===== src/rtl/output_collector_pkg.sv =====
// ============================================================================
// Module   : output_collector_pkg
// Brief    : Shared record type, FSM state enum and final-element helper.
// Revision : 1.0
// ============================================================================
`default_nettype none

package output_collector_pkg;

    localparam int c_COORD_W    = 32;
    // Widest DATA_WIDTH supported; narrower data is zero-extended in the record.
    localparam int c_MAX_DATA_W = 64;

    typedef logic [c_COORD_W-1:0] coord_t;

    typedef struct packed {
        logic [c_MAX_DATA_W-1:0] data;
        coord_t                  x;
        coord_t                  y;
        coord_t                  ch;
    } out_rec_t;

    typedef enum logic [1:0] {
        ST_IDLE  = 2'd0,
        ST_RUN   = 2'd1,
        ST_DRAIN = 2'd2
    } oc_state_t;

    function automatic logic is_final(input out_rec_t rec, input coord_t last_x,
                                      input coord_t last_y, input coord_t last_ch);
        return (rec.x == last_x) && (rec.y == last_y) && (rec.ch == last_ch);
    endfunction

endpackage

`default_nettype wire


===== src/rtl/output_collector_if.sv =====
// ============================================================================
// Module   : output_collector_if
// Brief    : Input stream and buffered output stream of the output collector.
// Revision : 1.0
// ============================================================================
`default_nettype none

interface output_collector_if #(
    parameter int DATA_WIDTH = 32,
    parameter int FIFO_DEPTH = 4
);
    localparam int c_CNT_W = $clog2(FIFO_DEPTH) + 1;

    logic                  in_valid;
    logic [DATA_WIDTH-1:0] in_data;
    logic [31:0]           in_x;
    logic [31:0]           in_y;
    logic [31:0]           in_ch;
    logic                  stall_out;
    logic                  out_valid;
    logic                  out_ready;
    logic [DATA_WIDTH-1:0] out_data;
    logic [31:0]           out_x;
    logic [31:0]           out_y;
    logic [31:0]           out_ch;
    logic                  out_last;
    logic                  frame_done;
    logic                  overflow_err;
    logic [c_CNT_W-1:0]    fill_count;

    modport master (
        output in_valid, in_data, in_x, in_y, in_ch, out_ready,
        input  stall_out, out_valid, out_data, out_x, out_y, out_ch,
               out_last, frame_done, overflow_err, fill_count
    );

    modport slave (
        input  in_valid, in_data, in_x, in_y, in_ch, out_ready,
        output stall_out, out_valid, out_data, out_x, out_y, out_ch,
               out_last, frame_done, overflow_err, fill_count
    );

endinterface

`default_nettype wire


===== src/rtl/output_collector_sync_fifo.sv =====
// ============================================================================
// Module   : sync_fifo
// Brief    : Register-based FIFO; the head holds the last popped word when empty.
// Revision : 1.0
// ============================================================================
`default_nettype none

module sync_fifo #(
    parameter int WIDTH = 8,
    parameter int DEPTH = 4
) (
    input  logic                       clk,
    input  logic                       rst,
    input  logic                       push_i,
    input  logic                       pop_i,
    input  logic [WIDTH-1:0]           wdata_i,
    output logic [WIDTH-1:0]           rdata_o,
    output logic [$clog2(DEPTH):0]     count_o
);
    localparam int c_AW = $clog2(DEPTH);
    localparam int c_CW = c_AW + 1;

    logic [WIDTH-1:0] mem_q [DEPTH];
    logic [c_AW-1:0]  wptr_q;
    logic [c_AW-1:0]  rptr_q;
    logic [c_CW-1:0]  count_q;
    logic [c_CW-1:0]  count_d;
    logic [WIDTH-1:0] last_q;
    logic             w_empty;
    logic             w_full;
    logic             w_pop_ok;
    logic             w_push_ok;

    assign w_empty   = (count_q == '0);
    assign w_full    = (count_q == c_CW'(DEPTH));
    assign w_pop_ok  = pop_i && !w_empty;
    // A pop in the same cycle frees the slot, so a full FIFO still accepts.
    assign w_push_ok = push_i && (!w_full || w_pop_ok);

    always_comb begin
        count_d = count_q;
        case ({w_push_ok, w_pop_ok})
            2'b10:   count_d = count_q + 1'b1;
            2'b01:   count_d = count_q - 1'b1;
            default: count_d = count_q;
        endcase
    end

    always_ff @(posedge clk) begin
        if (w_push_ok) begin
            mem_q[wptr_q] <= wdata_i;
        end
    end

    always_ff @(posedge clk) begin
        if (rst) begin
            wptr_q  <= '0;
            rptr_q  <= '0;
            count_q <= '0;
            last_q  <= '0;
        end else begin
            count_q <= count_d;
            if (w_push_ok) begin
                wptr_q <= wptr_q + 1'b1;
            end
            if (w_pop_ok) begin
                rptr_q <= rptr_q + 1'b1;
                last_q <= mem_q[rptr_q];
            end
        end
    end

    assign rdata_o = w_empty ? last_q : mem_q[rptr_q];
    assign count_o = count_q;

endmodule

`default_nettype wire


===== src/rtl/output_collector.sv =====
// ============================================================================
// Module   : output_collector
// Brief    : Buffers controller outputs per frame and flags the final element.
// Revision : 1.0
// ============================================================================
`default_nettype none

module output_collector
    import output_collector_pkg::*;
#(
    parameter int DATA_WIDTH         = 32,
    parameter int FIFO_DEPTH         = 4,
    parameter int FEATURE_MAP_WIDTH  = 1024,
    parameter int FEATURE_MAP_HEIGHT = 1024,
    parameter int OUTPUT_NB_CHANNELS = 64
) (
    input  logic              clk,
    input  logic              rst_in,
    input  logic              start,
    output_collector_if.slave bus
);
    localparam int     c_CNT_W  = $clog2(FIFO_DEPTH) + 1;
    localparam coord_t c_LAST_X  = coord_t'(FEATURE_MAP_WIDTH - 1);
    localparam coord_t c_LAST_Y  = coord_t'(FEATURE_MAP_HEIGHT - 1);
    localparam coord_t c_LAST_CH = coord_t'(OUTPUT_NB_CHANNELS - 1);

    oc_state_t          state_q, state_d;
    logic               overflow_q, overflow_d;
    logic               frame_done_q, frame_done_d;
    out_rec_t           w_in_rec;
    out_rec_t           w_head;
    logic [c_CNT_W-1:0] w_count;
    logic               w_full;
    logic               w_valid;
    logic               w_pop;
    logic               w_push_req;
    logic               w_push_ok;
    logic               w_in_last;
    logic               w_head_last;
    logic               w_unused_data;

    always_comb begin
        w_in_rec                       = '0;
        w_in_rec.data[DATA_WIDTH-1:0]  = bus.in_data;
        w_in_rec.x                     = bus.in_x;
        w_in_rec.y                     = bus.in_y;
        w_in_rec.ch                    = bus.in_ch;
    end

    assign w_valid     = (w_count != '0);
    assign w_full      = (w_count == c_CNT_W'(FIFO_DEPTH));
    assign w_pop       = w_valid && bus.out_ready;
    assign w_push_req  = (state_q == ST_RUN) && bus.in_valid;
    assign w_push_ok   = w_push_req && (!w_full || w_pop);
    assign w_in_last   = is_final(w_in_rec, c_LAST_X, c_LAST_Y, c_LAST_CH);
    assign w_head_last = is_final(w_head, c_LAST_X, c_LAST_Y, c_LAST_CH);

    sync_fifo #(
        .WIDTH ($bits(out_rec_t)),
        .DEPTH (FIFO_DEPTH)
    ) u_fifo (
        .clk     (clk),
        .rst     (rst_in),
        .push_i  (w_push_ok),
        .pop_i   (w_pop),
        .wdata_i (w_in_rec),
        .rdata_o (w_head),
        .count_o (w_count)
    );

    always_comb begin
        state_d      = state_q;
        overflow_d   = overflow_q;
        frame_done_d = 1'b0;
        case (state_q)
            ST_IDLE: begin
                if (start) begin
                    state_d    = ST_RUN;
                    overflow_d = 1'b0;
                end
            end
            ST_RUN: begin
                if (w_push_req && !w_push_ok) begin
                    overflow_d = 1'b1;
                end
                if (w_push_ok && w_in_last) begin
                    state_d = ST_DRAIN;
                end
            end
            ST_DRAIN: begin
                // The frame is closed: any further input is lost.
                if (bus.in_valid) begin
                    overflow_d = 1'b1;
                end
                if (w_pop && w_head_last) begin
                    state_d      = ST_IDLE;
                    frame_done_d = 1'b1;
                end
            end
            default: state_d = ST_IDLE;
        endcase
    end

    always_ff @(posedge clk) begin
        if (rst_in) begin
            state_q      <= ST_IDLE;
            overflow_q   <= 1'b0;
            frame_done_q <= 1'b0;
        end else begin
            state_q      <= state_d;
            overflow_q   <= overflow_d;
            frame_done_q <= frame_done_d;
        end
    end

    assign w_unused_data    = ^w_head.data;

    assign bus.out_valid    = w_valid;
    assign bus.fill_count   = w_count;
    assign bus.stall_out    = (w_count >= c_CNT_W'(FIFO_DEPTH - 1));
    assign bus.out_data     = w_head.data[DATA_WIDTH-1:0];
    assign bus.out_x        = w_head.x;
    assign bus.out_y        = w_head.y;
    assign bus.out_ch       = w_head.ch;
    assign bus.out_last     = w_valid && w_head_last;
    assign bus.frame_done   = frame_done_q;
    assign bus.overflow_err = overflow_q;

endmodule

`default_nettype wire


===== src/flat_wrapper.sv =====
// flat-port wrapper written by rule: the top's interface ports become plain ports
module output_collector_flat import output_collector_pkg::*;
#(
    parameter int DATA_WIDTH         = 32,
    parameter int FIFO_DEPTH         = 4,
    parameter int FEATURE_MAP_WIDTH  = 1024,
    parameter int FEATURE_MAP_HEIGHT = 1024,
    parameter int OUTPUT_NB_CHANNELS = 64
)
  (clk, rst_in, start, bus_in_valid, bus_in_data, bus_in_x, bus_in_y, bus_in_ch, bus_out_ready, bus_stall_out, bus_out_valid, bus_out_data, bus_out_x, bus_out_y, bus_out_ch, bus_out_last, bus_frame_done, bus_overflow_err, bus_fill_count);
  output_collector_if #(.DATA_WIDTH(DATA_WIDTH), .FIFO_DEPTH(FIFO_DEPTH)) bus_i ();
  input  logic clk;
  input  logic rst_in;
  input  logic start;
  input wire logic [$bits(bus_i.in_valid)-1:0] bus_in_valid;
  input wire logic [$bits(bus_i.in_data)-1:0] bus_in_data;
  input wire logic [$bits(bus_i.in_x)-1:0] bus_in_x;
  input wire logic [$bits(bus_i.in_y)-1:0] bus_in_y;
  input wire logic [$bits(bus_i.in_ch)-1:0] bus_in_ch;
  input wire logic [$bits(bus_i.out_ready)-1:0] bus_out_ready;
  output wire logic [$bits(bus_i.stall_out)-1:0] bus_stall_out;
  output wire logic [$bits(bus_i.out_valid)-1:0] bus_out_valid;
  output wire logic [$bits(bus_i.out_data)-1:0] bus_out_data;
  output wire logic [$bits(bus_i.out_x)-1:0] bus_out_x;
  output wire logic [$bits(bus_i.out_y)-1:0] bus_out_y;
  output wire logic [$bits(bus_i.out_ch)-1:0] bus_out_ch;
  output wire logic [$bits(bus_i.out_last)-1:0] bus_out_last;
  output wire logic [$bits(bus_i.frame_done)-1:0] bus_frame_done;
  output wire logic [$bits(bus_i.overflow_err)-1:0] bus_overflow_err;
  output wire logic [$bits(bus_i.fill_count)-1:0] bus_fill_count;
  assign bus_i.in_valid = bus_in_valid;
  assign bus_i.in_data = bus_in_data;
  assign bus_i.in_x = bus_in_x;
  assign bus_i.in_y = bus_in_y;
  assign bus_i.in_ch = bus_in_ch;
  assign bus_i.out_ready = bus_out_ready;
  assign bus_stall_out = bus_i.stall_out;
  assign bus_out_valid = bus_i.out_valid;
  assign bus_out_data = bus_i.out_data;
  assign bus_out_x = bus_i.out_x;
  assign bus_out_y = bus_i.out_y;
  assign bus_out_ch = bus_i.out_ch;
  assign bus_out_last = bus_i.out_last;
  assign bus_frame_done = bus_i.frame_done;
  assign bus_overflow_err = bus_i.overflow_err;
  assign bus_fill_count = bus_i.fill_count;
  output_collector #(.DATA_WIDTH(DATA_WIDTH), .FIFO_DEPTH(FIFO_DEPTH), .FEATURE_MAP_WIDTH(FEATURE_MAP_WIDTH), .FEATURE_MAP_HEIGHT(FEATURE_MAP_HEIGHT), .OUTPUT_NB_CHANNELS(OUTPUT_NB_CHANNELS)) u_core (.clk(clk), .rst_in(rst_in), .start(start), .bus(bus_i));
endmodule

===== config.mk =====
export PLATFORM = sky130hd
export DESIGN_NAME = output_collector_flat
export DESIGN_NICKNAME = d
export VERILOG_FILES = /design/src/rtl/output_collector_pkg.sv /design/src/rtl/output_collector_if.sv /design/src/rtl/output_collector_sync_fifo.sv /design/src/rtl/output_collector.sv /design/src/flat_wrapper.sv
export SDC_FILE = /design/constraint.sdc
export NUM_CORES = 1
export LEC_CHECK = 0
export CAP_MARGIN = 5
export CORE_MARGIN = 2
export CORE_UTILIZATION = 35
export DETAILED_ROUTE_END_ITERATION = 10
export GPL_TIMING_DRIVEN = 0
export SYNTH_ARGS = -nofsm -noshare
export SYNTH_HDL_FRONTEND = slang
export SYNTH_SLANG_ARGS = --single-unit

===== constraint.sdc =====
create_clock -name clk -period 7.5 [get_ports clk]
set_input_delay 1.5 -clock clk [delete_from_list [all_inputs] [get_ports clk]]
set_output_delay 1.5 -clock clk [all_outputs]
set_load 0.005 [all_outputs]

==> impl.org <==
** Run status
- Result of the run :: finished clean

** Setup path
- The worst setup path is launched from a register.
- Worst Setup Path Type :: reg -> out
- Crit path DAT :: approximately 5400 ps
- Critical Path Fanout Max :: 10
- STA classifies the critical path endpoint as an output pin.
- Data on the critical path is required at its endpoint by 6000 ps.

** Logic synthesis
- Yosys mapped a number of flops with a built-in enable equal to 512.
- In the synthesized netlist the async set-or-reset flop fraction comes to 0%.
- Number of warnings reported in the yosys synthesis log :: 0
- After synthesis the cells add up to ~26000 um2.
- When the netlist entered floorplanning its net count stood at 1955.
- Cell type with the highest aggregate area in the netlist :: edfxtp_1
- Ranked by total cell area, the synthesized netlist is headed by edfxtp_1 (60%), mux4_2 (11%), dfxtp_1 (11%).
- Area fraction of the dominant cell type after synthesis :: 59.9%
- Dominant register cell in the synthesized netlist :: edfxtp_1
- Synthesized instance count :: roughly 1800
- In this run, synthesis produced a sequential element count of 653.
- The average instance in the mapped netlist occupies roughly 14 um2.
- Sequential elements use 70.9% of the synthesized area.
- Synthesis instantiated 42 different standard cells from the library.

** Clocking
- The tree built by TritonCTS fans out to 653 sinks.
- CTS tree :: yes
- Insertion delay to the later sink of the worst-skew pair :: roughly 630 ps
- No sink is reached through more buffers than the 3 on the longest clock path.
- Clock-pin slew was measured on the worst setup and hold paths at 60 ps.
- Clock tree synthesis selected as its root buffer the cell clkbuf_16.
- The number of hold buffers added after CTS was 0.
- The H-tree generated during clock tree synthesis spans 3 levels.
- Post-CTS Resized :: 0
- After clock tree synthesis, the setup repair step added 0 buffers.
- Number of buffers created by CTS :: 70

** Run
- Max-cap check violation count :: 0

** Floorplan
- Measured along the x axis, the die boundary spans ~270 um.
- Starting utilization of the core area :: 35.3%
- Area of the die :: 75500 um2
- Number of core rows :: 99
- Area of the core :: 72700 um2
- Die H :: 275 um
- Top-Level Pins :: 269

** Placed design
- Detailed Place HPWL :: 55.3 mm
- # port buffers :: approximately 270
- Counting tap cells, the placed design contains a total of between 3000 and 4000 instances.
- Final weighted congestion in routability-driven placement :: 0.870
- Post-place setup slack :: between 1000 and 1500 ps

** Timing
- Setup violations remaining at the end of the flow were counted as 0.
- Worst hold margin :: 454 ps
- Pin slew with the least headroom to its limit :: roughly 1300 ps
- The clock period could shrink to 6920 ps.
- Setup repair after global routing left no endpoint under its margin.
- Measured against its own limit, the worst slew margin works out to 14.8%.
- On the final layout, the worst clock skew is between 30 and 40 ps.
- Worst setup slack after layout :: 577 ps
- Final critical-path share of the clock period :: between 90% and 100%
- Peak Freq :: 144 MHz
- Total count of max-transition violations in the final report :: 0
- The final hold violation count came to 0.

** Final layout
- After the last flow step, the layout net total stands at 2306.
- Synth-to-Final Area Change :: 25.0%
- Share of final-layout standard cells stronger than drive strength 1 :: 11.8%
- Final cell utilization of the core :: 44.1%
- Non-filler cells, final :: 3185

** Global route
- Vias in the first global route :: between 15000 and 20000
- Global routing used 20.6% of the available tracks.
- Global-route wire length before repair :: approximately 110 mm
- After global routing the overflow that remains totals 0.
- Antenna violations before repair :: 7
- Entering global routing, the biggest net connects between 40 and 50 pins.

** Pwr
- Leak pwr :: 10.5 nW
- Int Power :: around 7.5 mW
- The share of total power dissipated in combinational logic is between 30% and 40%.
- Portion of total power attributed to sequential cells :: 39.5%
- Power per standard cell area :: 345 nW/um2
- Proportion of power drawn by the clock network :: 30.0%
- Net switching is about a third of the power.
- Power spent charging and discharging nets :: 3.55 mW
- Maximum ir drop on the vdd rail :: 0.165 mV

** Detailed routing
- Via/cell ratio :: around 5.2
- Once detail routing completed, the nets flagged for antenna violations numbered 0.
- Number of design-rule violations left by the first detailed-router iteration :: ~1600
- Via count :: 16700
- In the final routed layout, each cell accounts on average for 24.8 um.
- After detailed routing, the number of remaining DRC violations is 0.
- The routed design has 78.9 mm of wire.
- Drt first pass iters :: 6

** Hold path
- Class of the most critical hold timing path :: reg -> reg
area by class of cell:
cell class                 instances  area [um2]
tap                              959        1200
inverter                          12        45.0
sequential                       653       18200
clock buffer                     103        1980
timing repair buffer             279        2970
clock inverter                    26         234
multi-input combinational       1046        7000
fill                            6427       40600
antenna                            7        17.5
buffer                           100         424
cells in the mapped netlist (2+ instances only):
| library cell | number |
|---|---|
| a21oi_1 | 130 |
| a31oi_1 | 2 |
| and2_1 | 5 |
| and3_1 | 2 |
| and4b_1 | 5 |
| buf_1 | 4 |
| buf_2 | 9 |
| buf_4 | 4 |
| buf_6 | 3 |
| clkbuf_1 | 80 |
| dfxtp_1 | 141 |
| edfxtp_1 | 512 |
| ha_1 | 10 |
| inv_1 | 11 |
| mux2i_1 | 4 |
| mux4_2 | 128 |
| nand2_1 | 644 |
| nand2b_1 | 4 |
| nand3_1 | 5 |
| nand4_1 | 12 |
| nand4b_1 | 6 |
| nor2_1 | 16 |
| nor3_1 | 6 |
| nor4_1 | 31 |
| nor4b_1 | 14 |
| o21ai_0 | 2 |
| or3_1 | 2 |
| or4_1 | 2 |
| xnor2_1 | 2 |
| xor2_1 | 3 |
worst max-delay path, cell delays in order, from the launching register on:
cell and delay (ps):
dfxtp_1 320, clkbuf_1 710, clkbuf_1 1000, mux4_2 500
nor4_1 990, nand3_1 150, nor4_1 280, o21a_1 280
clkdlybuf4s50_1 550
sequential cells by signal, indices dropped and copies added (netlist names), named ones only:
name,count
u_core.u_fifo.last_q,128
u_core.u_fifo.wptr_q,2
u_core.u_fifo.mem_q,512
u_core.bus.frame_done,1
u_core.state_q,2
u_core.u_fifo.rptr_q,2
u_core.u_fifo.count_o,3
u_core.bus.overflow_err,1
logic make-up after synthesis:
logic type,count (synthesis),share of synthesized area (%)
multiplexers,132,11.4
AND/OR/NAND/NOR,758,12.3
XOR/XNOR,5,0.171
flip-flops,653,70.9
AO/OA/AOI/OAI,140,2.80
buffers and inverters,112,1.83
adder cells (fa/ha/maj),11,0.566
per-stage QoR:
step	TNS, ps	instance area [um2]	total power [mW]
final	0	32100	11.1
after global routing	0	32100	11.5
after CTS	0	32000	11.1
after detailed placement	0	29800	7.82
after global placement	-741250	29500	7.80
after floorplan	0	25600	6.03
final timing paths:
kind         slack [ps]                       end  cells past startpoint                      from
max                 580              bus_out_last                      8                  register
min                 450  u_core.u_fifo.last_q[10]                      2  u_core.u_fifo.last_q[10]
max reg2reg        2770         u_core.state_q[1]                      9                  register
min reg2reg         450  u_core.u_fifo.last_q[10]                      2  u_core.u_fifo.last_q[10]
power groups by stage:
stage | logic [mW] | clock network (mW) | registers (mW)
3_5_place_dp | 3.38 | 0 | 4.44
6_report | 3.38 | 3.33 | 4.37
2_1_floorplan | 1.62 | 0 | 4.42
4_1_cts | 3.39 | 3.38 | 4.37
5_1_grt | 3.60 | 3.53 | 4.39
3_3_place_gp | 3.32 | 0 | 4.48
metal layers:
layer | vias up | GRT usage [%] | routed length, um
met5 | - | 0 | 45
met4 | 8 | 6.68 | 1830
li1 | 7354 | - | -
met2 | 714 | 33.9 | 38500
met1 | 8512 | 27.6 | 32400
met3 | 102 | 3.93 | 6060
layout by cell type (no fill, tap or decap), drive strengths merged, types with 2 or more instances in the layout:
master and instances:
nand2 644, edfxtp 512, clkdlybuf4s50 267, clkbuf 183
dfxtp 141, a21oi 131, mux4 128, buf 32
nor4 31, clkinv 19, nor2 16, inv 16
nor4b 14, nand4 12, ha 10, diode 7
nor3 6, nand4b 6, nand3 5, and4b 5
and2 5, nand2b 4, mux2i 4, xor2 3
o21ai 3, and3 2, a31oi 2, xnor2 2
or4 2, or3 2, clkinvlp 2
Power figures use the tool's default switching activity.
